--- config.mk ---
export PLATFORM = sky130hd
export DESIGN_NAME = instruction_fetch_unit
export DESIGN_NICKNAME = d
export VERILOG_FILES = /design/src/rtl/instruction_fetch_unit_pkg.sv /design/src/rtl/ifu_prefetch_fifo.sv /design/src/rtl/instruction_fetch_unit.sv
export SDC_FILE = /design/constraint.sdc
export NUM_CORES = 1
export LEC_CHECK = 0
export BUFFER_PORTS_ARGS = -buffer_cell sky130_fd_sc_hd__buf_2
export CORE_MARGIN = 2
export CORE_UTILIZATION = 55
export CTS_BUF_LIST = sky130_fd_sc_hd__clkbuf_4 sky130_fd_sc_hd__clkbuf_8 sky130_fd_sc_hd__clkbuf_16
export DETAILED_ROUTE_END_ITERATION = 12
export PLACE_DENSITY_LB_ADDON = 0.05
export SLEW_MARGIN = 40
export SYNTH_ARGS = -nofsm -noshare
export SYNTH_HDL_FRONTEND = slang
export SYNTH_SLANG_ARGS = --single-unit
--- constraint.sdc ---
create_clock -name CLK -period 7.13 [get_ports CLK]
set_clock_uncertainty 0.2 [all_clocks]
set_input_delay 1.7825 -clock CLK [delete_from_list [all_inputs] [get_ports CLK]]
set_output_delay 1.7825 -clock CLK [all_outputs]
set_load 0.05 [all_outputs]
--- src/rtl/instruction_fetch_unit_pkg.sv ---
// Shared definitions for the instruction fetch unit: fetch FSM encoding, PC step and NOP word.
package instruction_fetch_unit_pkg;

  typedef enum logic [1:0] {
    ST_IDLE  = 2'd0,
    ST_FETCH = 2'd1,
    ST_DRAIN = 2'd2
  } fetch_state_t;

  localparam logic [31:0] PC_INC   = 32'd4;
  localparam logic [31:0] NOP_WORD = 32'h0000_0013;

  function automatic logic [31:0] align_word(input logic [31:0] addr);
    return addr & ~32'h0000_0003;
  endfunction

endpackage

--- src/rtl/ifu_prefetch_fifo.sv ---
// Prefetch FIFO of {PC, word} entries with push/pop/flush; FIFO_DEPTH must be a power of two.
module ifu_prefetch_fifo #(
  parameter int FIFO_DEPTH = 2
) (
  input  logic                        clk,
  input  logic                        rst,
  input  logic                        push,
  input  logic                        pop,
  input  logic                        flush,
  input  logic [63:0]                 wdata,
  output logic [63:0]                 rdata,
  output logic [$clog2(FIFO_DEPTH):0] count
);
  localparam int AW = $clog2(FIFO_DEPTH);

  logic [63:0]   mem [FIFO_DEPTH];
  logic [AW-1:0] wr_ptr;
  logic [AW-1:0] rd_ptr;

  // Pointers wrap naturally because the depth is a power of two.
  always_ff @(posedge clk or posedge rst) begin
    if (rst) begin
      wr_ptr <= '0;
      rd_ptr <= '0;
      count  <= '0;
    end else if (flush) begin
      wr_ptr <= '0;
      rd_ptr <= '0;
      count  <= '0;
    end else begin
      if (push) wr_ptr <= wr_ptr + AW'(1);
      if (pop)  rd_ptr <= rd_ptr + AW'(1);
      case ({push, pop})
        2'b10:   count <= count + (AW+1)'(1);
        2'b01:   count <= count - (AW+1)'(1);
        default: count <= count;
      endcase
    end
  end

  always_ff @(posedge clk) begin
    if (push) mem[wr_ptr] <= wdata;
  end

  assign rdata = (count != '0) ? mem[rd_ptr] : 64'd0;

endmodule

--- src/rtl/instruction_fetch_unit.sv ---
// Instruction fetch front end: PC/busywait handshake FSM feeding a prefetch FIFO to decode.
// Optional IFU_PERF_COUNTERS_EN adds FETCH_COUNT and BUBBLE_COUNT outputs.
module instruction_fetch_unit
  import instruction_fetch_unit_pkg::*;
#(
  parameter logic [31:0] RESET_PC   = 32'h0000_0000,
  parameter int          FIFO_DEPTH = 2
) (
  input  logic        CLK,
  input  logic        RESET,
  output logic        IMEM_READ,
  output logic [31:0] IMEM_ADDRESS,
  input  logic [31:0] IMEM_READDATA,
  input  logic        IMEM_BUSYWAIT,
  output logic [31:0] INSTRUCTION,
  output logic [31:0] INSTR_PC,
  output logic        INSTR_VALID,
  input  logic        DECODE_STALL,
  input  logic        BRANCH_TAKEN,
  input  logic [31:0] BRANCH_TARGET
`ifdef IFU_PERF_COUNTERS_EN
  ,
  output logic [31:0] FETCH_COUNT,
  output logic [31:0] BUBBLE_COUNT
`endif
);
  localparam int CW = $clog2(FIFO_DEPTH) + 1;
  localparam logic [CW-1:0] DEPTH_C = CW'(FIFO_DEPTH);

  fetch_state_t  state, state_nxt;
  logic [31:0]   pc;
  logic [31:0]   drain_addr;
  logic [CW-1:0] count;
  logic [CW-1:0] count_after;
  logic [63:0]   head;
  logic          complete, push, pop;

  assign IMEM_READ    = (state != ST_IDLE);
  assign IMEM_ADDRESS = (state == ST_DRAIN) ? drain_addr : pc;
  assign complete     = IMEM_READ & ~IMEM_BUSYWAIT;
  // A redirect overrides both ends of the FIFO: the completing word is dropped and nothing pops.
  assign push         = (state == ST_FETCH) & complete & ~BRANCH_TAKEN;
  assign pop          = INSTR_VALID & ~DECODE_STALL & ~BRANCH_TAKEN;
  assign INSTR_VALID  = (count != '0);
  assign {INSTR_PC, INSTRUCTION} = head;

  ifu_prefetch_fifo #(.FIFO_DEPTH(FIFO_DEPTH)) u_fifo (
    .clk   (CLK),
    .rst   (RESET),
    .push  (push),
    .pop   (pop),
    .flush (BRANCH_TAKEN),
    .wdata ({pc, IMEM_READDATA}),
    .rdata (head),
    .count (count)
  );

  always_comb begin
    count_after = count;
    if (push && !pop)      count_after = count + CW'(1);
    else if (pop && !push) count_after = count - CW'(1);
  end

  always_comb begin
    state_nxt = state;
    case (state)
      ST_IDLE: begin
        if (BRANCH_TAKEN || (count < DEPTH_C)) state_nxt = ST_FETCH;
      end
      ST_FETCH: begin
        if (BRANCH_TAKEN)  state_nxt = complete ? ST_FETCH : ST_DRAIN;
        else if (complete) state_nxt = (count_after < DEPTH_C) ? ST_FETCH : ST_IDLE;
      end
      ST_DRAIN: begin
        if (complete) state_nxt = ST_FETCH;
      end
      default: state_nxt = ST_IDLE;
    endcase
  end

  always_ff @(posedge CLK or posedge RESET) begin
    if (RESET) begin
      state      <= ST_IDLE;
      pc         <= RESET_PC;
      drain_addr <= RESET_PC;
    end else begin
      state <= state_nxt;
      if (BRANCH_TAKEN)  pc <= align_word(BRANCH_TARGET);
      else if (push)     pc <= pc + PC_INC;
      // The abandoned request keeps its address on the bus until memory finishes it.
      if ((state == ST_FETCH) && BRANCH_TAKEN && !complete) drain_addr <= pc;
    end
  end

`ifdef IFU_PERF_COUNTERS_EN
  always_ff @(posedge CLK or posedge RESET) begin
    if (RESET) begin
      FETCH_COUNT  <= 32'd0;
      BUBBLE_COUNT <= 32'd0;
    end else begin
      if (push)         FETCH_COUNT  <= FETCH_COUNT + 32'd1;
      if (!INSTR_VALID) BUBBLE_COUNT <= BUBBLE_COUNT + 32'd1;
    end
  end
`endif

endmodule

==> summary.md <==
| Metric | Value |
|---|---|
| Crit path capture type | output port |
| CP Launch Point | state[0] |
| Global-route wire length before repair | 27.1 mm |
| Worst path max stage delay | 480 ps |
| Crit start category | register |
| Clock network fraction of design power | 0.249 |
| Max transition margin | 0.532 |
| DRT met1 WL | 7.39 mm |
| P_sw | 1.59 mW |
| Critical-path top delay cell | nand2b_1 |
| Die Ht | 127 µm |
| CP cell instances | nand2b_1 -> buf_4 -> mux2_2 -> buf_2 |
| Part of the power in registers | 0.373 |
| Ys Warns | 0 |
| Peak Freq | 228 MHz |
| Initial antenna violation count | 0 |
| Setup repair bufs after CTS | 0 |
| Number of unique standard cell types used by synthesis | 46 |
| DP HPWL | 11.2 mm |
| Class of the most critical setup path | register to output port |
| Routability congestion estimate | 0.797 |
| Ys flop type | edfxtp_1 |
| Top Metal Used | met4 |
| Fin. Hold Viols | 0 |
| Grt ovf | 0 |
| Reg2Reg Depth | 4 |
| Fin crit share | 0.614 |
| Number of flops mapped to enable cells by yosys | 124 |
| Power per cell area | 404 mW/mm² |
| Pin count of the biggest net entering global routing | 67 |
| VDD IR-drop max | 0.201 mV |
| CORE AREA | 0.0146 mm² |
| Critical Path Stages | 4 |
| Final Critical Period | 4380 ps |
| Setup-failing EPs final | 0 |
| Vias in the first global route | 5,314 |
| Vias | 5,384 |
| Clock slew seen by the registers of the worst setup and hold paths | 70 ps |
| DRT antenna net count | 0 |
| Top post-synthesis cells by area | edfxtp_1, dfrtp_1, mux2i_1 |
| Post-synthesis simple-gate area fraction | 0.108 |
| CTS Sinks | 190 |
| Synth Register Bits | 190 |
| Worst Path Required | 5150 ps |
| Final nets | 834 |
| Slew @ Worst Pin | 703 ps |
| Initial drt markers | 387 |
| CTS Buf Count | 17 |
| # diodes | 0 |
| Worst r2r src | pc[14] |
| Synthesized-area fraction occupied by adder cells | 0.00303 |
| Placement Cell Area | 0.00923 mm² |
| Area Growth Syn to Fin | 19.4% |
| Syn Inst Count | 614 |
| Clock buffer depth | 2 |
| Post-DR wirelength/cell | 17.9 µm |
| Clock root cell | clkbuf_16 |
| Fin area | 0.00986 mm² |
| Main combinational cell family by area after synthesis | multiplexers |
| Post-Synth XOR/XNOR Area | 0.0149 |
| DRC viols | 0 |
| Mapped cell area | 0.00825 mm² |
| Leakage Power | 3.82 nW |
| Combinational Power Share | 0.377 |
| Hold/Removal Path Class | register to register |
| Fraction of layout cells with a size suffix above 1 | 0.344 |
| Register area share after synthesis | 0.651 |
| Count of pins over their slew limit | 0 |
| Met2 wire len | 8.41 mm |
| Top Ports | 167 |
| CP Max Fanout | 20 |
| Die width | 127 µm |
| Starting density of the core | 0.566 |
| Rows | 44 |
| Post-synthesis mux area share | 0.153 |
| CTS hold repair buffers | 0 |
| Top-area cell type share of the netlist area | 0.451 |
| Max cap viols | 0 |
| H-Tree Depth | 4 |
| Met3 WL | 957 µm |
| Critical path endpoint | IMEM_ADDRESS[8] |
| CTS tree | yes |
| IO Port Bufs | 160 |
| Worst path top cell family by delay | buffers and inverters |
| Clk_lat worst skew | 430 ps |
| R2r setup slk | 4090 ps |
| Synth area leader | edfxtp_1 |
| CP bufs+invs | 2 |
| Asr flop ratio synth | 0.347 |
| Die ar. | 0.0160 mm² |
| Pre-antenna DRT Iters | 5 |
| Sw frac | 0.400 |
| Compound-Gate Fraction of Synth Area | 0.0426 |
| WP data arrival | 2400 ps |
| RSZ-0062 raised after global routing | false |
| PostCTS Resize Cnt | 0 |
| Via/cell ratio | 5.61 |
| Setup TNS | 0 ps |
| Mean post-synth cell area | 13.4 µm² |
| All-Layer GR Usage | 0.219 |
| Final Routed Wirelength | 17.2 mm |
| Status | complete, no violations |
| Internal power | 2.39 mW |
| Reg2reg end | pc[26] |
## state kept, by name (all words and copies together), names as in the netlist
register / flops
u_fifo.wr_ptr: 1
state: 2
u_fifo.rd_ptr: 1
drain_addr: 30
pc: 30
u_fifo.count: 2
u_fifo.mem: 124
## cell families after synthesis
group,Yosys count
DFF,190
and+or+nand+nor,181
muxes,119
AOI/OAI and AO/OA,55
buffers and inverters,52
xor gates and xnor gates,14
adders and majority gates,2
other,1
## placed cells by master (no fill, tap or decap), types with 3 or more instances in the layout
cell and count:
o21ai_0 21, nand4_1 11, dfrtp_1 65, o211ai_1 5, clkinv_2 3, nor2b_1 3, xor2_1 3, or4_1 18
nor2_1 80, o31ai_1 9, edfxtp_1 124, clkinvlp_4 5, mux2i_1 64, conb_1 4, and4_1 5, a31oi_1 11
buf_4 6, clkbuf_16 17, nand2_1 32, xnor2_1 11, mux2_2 55, inv_1 9, nor3_1 3, bufinv_16 4
nand3_1 13, buf_2 159
## worst min-delay path, cell delays in order, from the launching register on
cell	delay [ps]
dfrtp_1	350
nand2_1	40
o21ai_0	60
## worst min path at each step
stage | start | to | cells after the start
after global routing | drain_addr[12] | drain_addr[12] | 1
after floorplan | pc[18] | u_fifo.mem[0][50] | 0
after global placement | drain_addr[16] | drain_addr[16] | 2
final | drain_addr[16] | drain_addr[16] | 2
after CTS | drain_addr[16] | drain_addr[16] | 2
after detailed placement | drain_addr[16] | drain_addr[16] | 2
## metal layers
layer | track usage | vias to the layer above
met1 | 0.296 | 2613
met5 | 0 | -
li1 | - | 2569
met2 | 0.351 | 178
met3 | 0.0464 | 24
met4 | 0.0879 | 0
## cell usage after synthesis, types with 11 or more instances
| library cell | count |
|---|---|
| mux2i_1 | 64 |
| or4_1 | 18 |
| xnor2_1 | 11 |
| a31oi_1 | 11 |
| nand3_1 | 13 |
| o21ai_0 | 21 |
| clkbuf_1 | 27 |
| mux2_2 | 55 |
| inv_1 | 11 |
| dfrtp_1 | 66 |
| edfxtp_1 | 124 |
| nand2_1 | 32 |
| nand4_1 | 11 |
| nor2_1 | 80 |
## power groups by stage
stage | sequential (mW) | combinational, mW | clock (mW)
final | 1.49 | 1.50 | 0.993
after global placement | 1.55 | 1.42 | 0
after floorplan | 1.46 | 1.21 | 0
after CTS | 1.49 | 1.52 | 1.00
after global routing | 1.51 | 1.60 | 1.05
after detailed placement | 1.51 | 1.52 | 0
## through the flow
step	total power [mW]	instances	worst slack, ps	utilization	hold slack (ps)
2_1_floorplan	2.67	617	1660	-	240
3_3_place_gp	2.97	926	2110	0.629	260
3_5_place_dp	3.02	928	2450	0.632	271
4_1_cts	4.01	960	2690	0.675	286
5_1_grt	4.15	960	2620	0.676	314
6_report	3.98	960	2750	0.676	281
## final cells by class
type                       count  area (µm²)
clock inverter                14         190
tap                          184         230
timing repair buffer         168         892
clock buffer                  18         433
multi-input combinational    375        2690
sequential                   190        5380
fill                        1083        4730
inverter                      11        41.3
(Power assumes the default switching activity.)
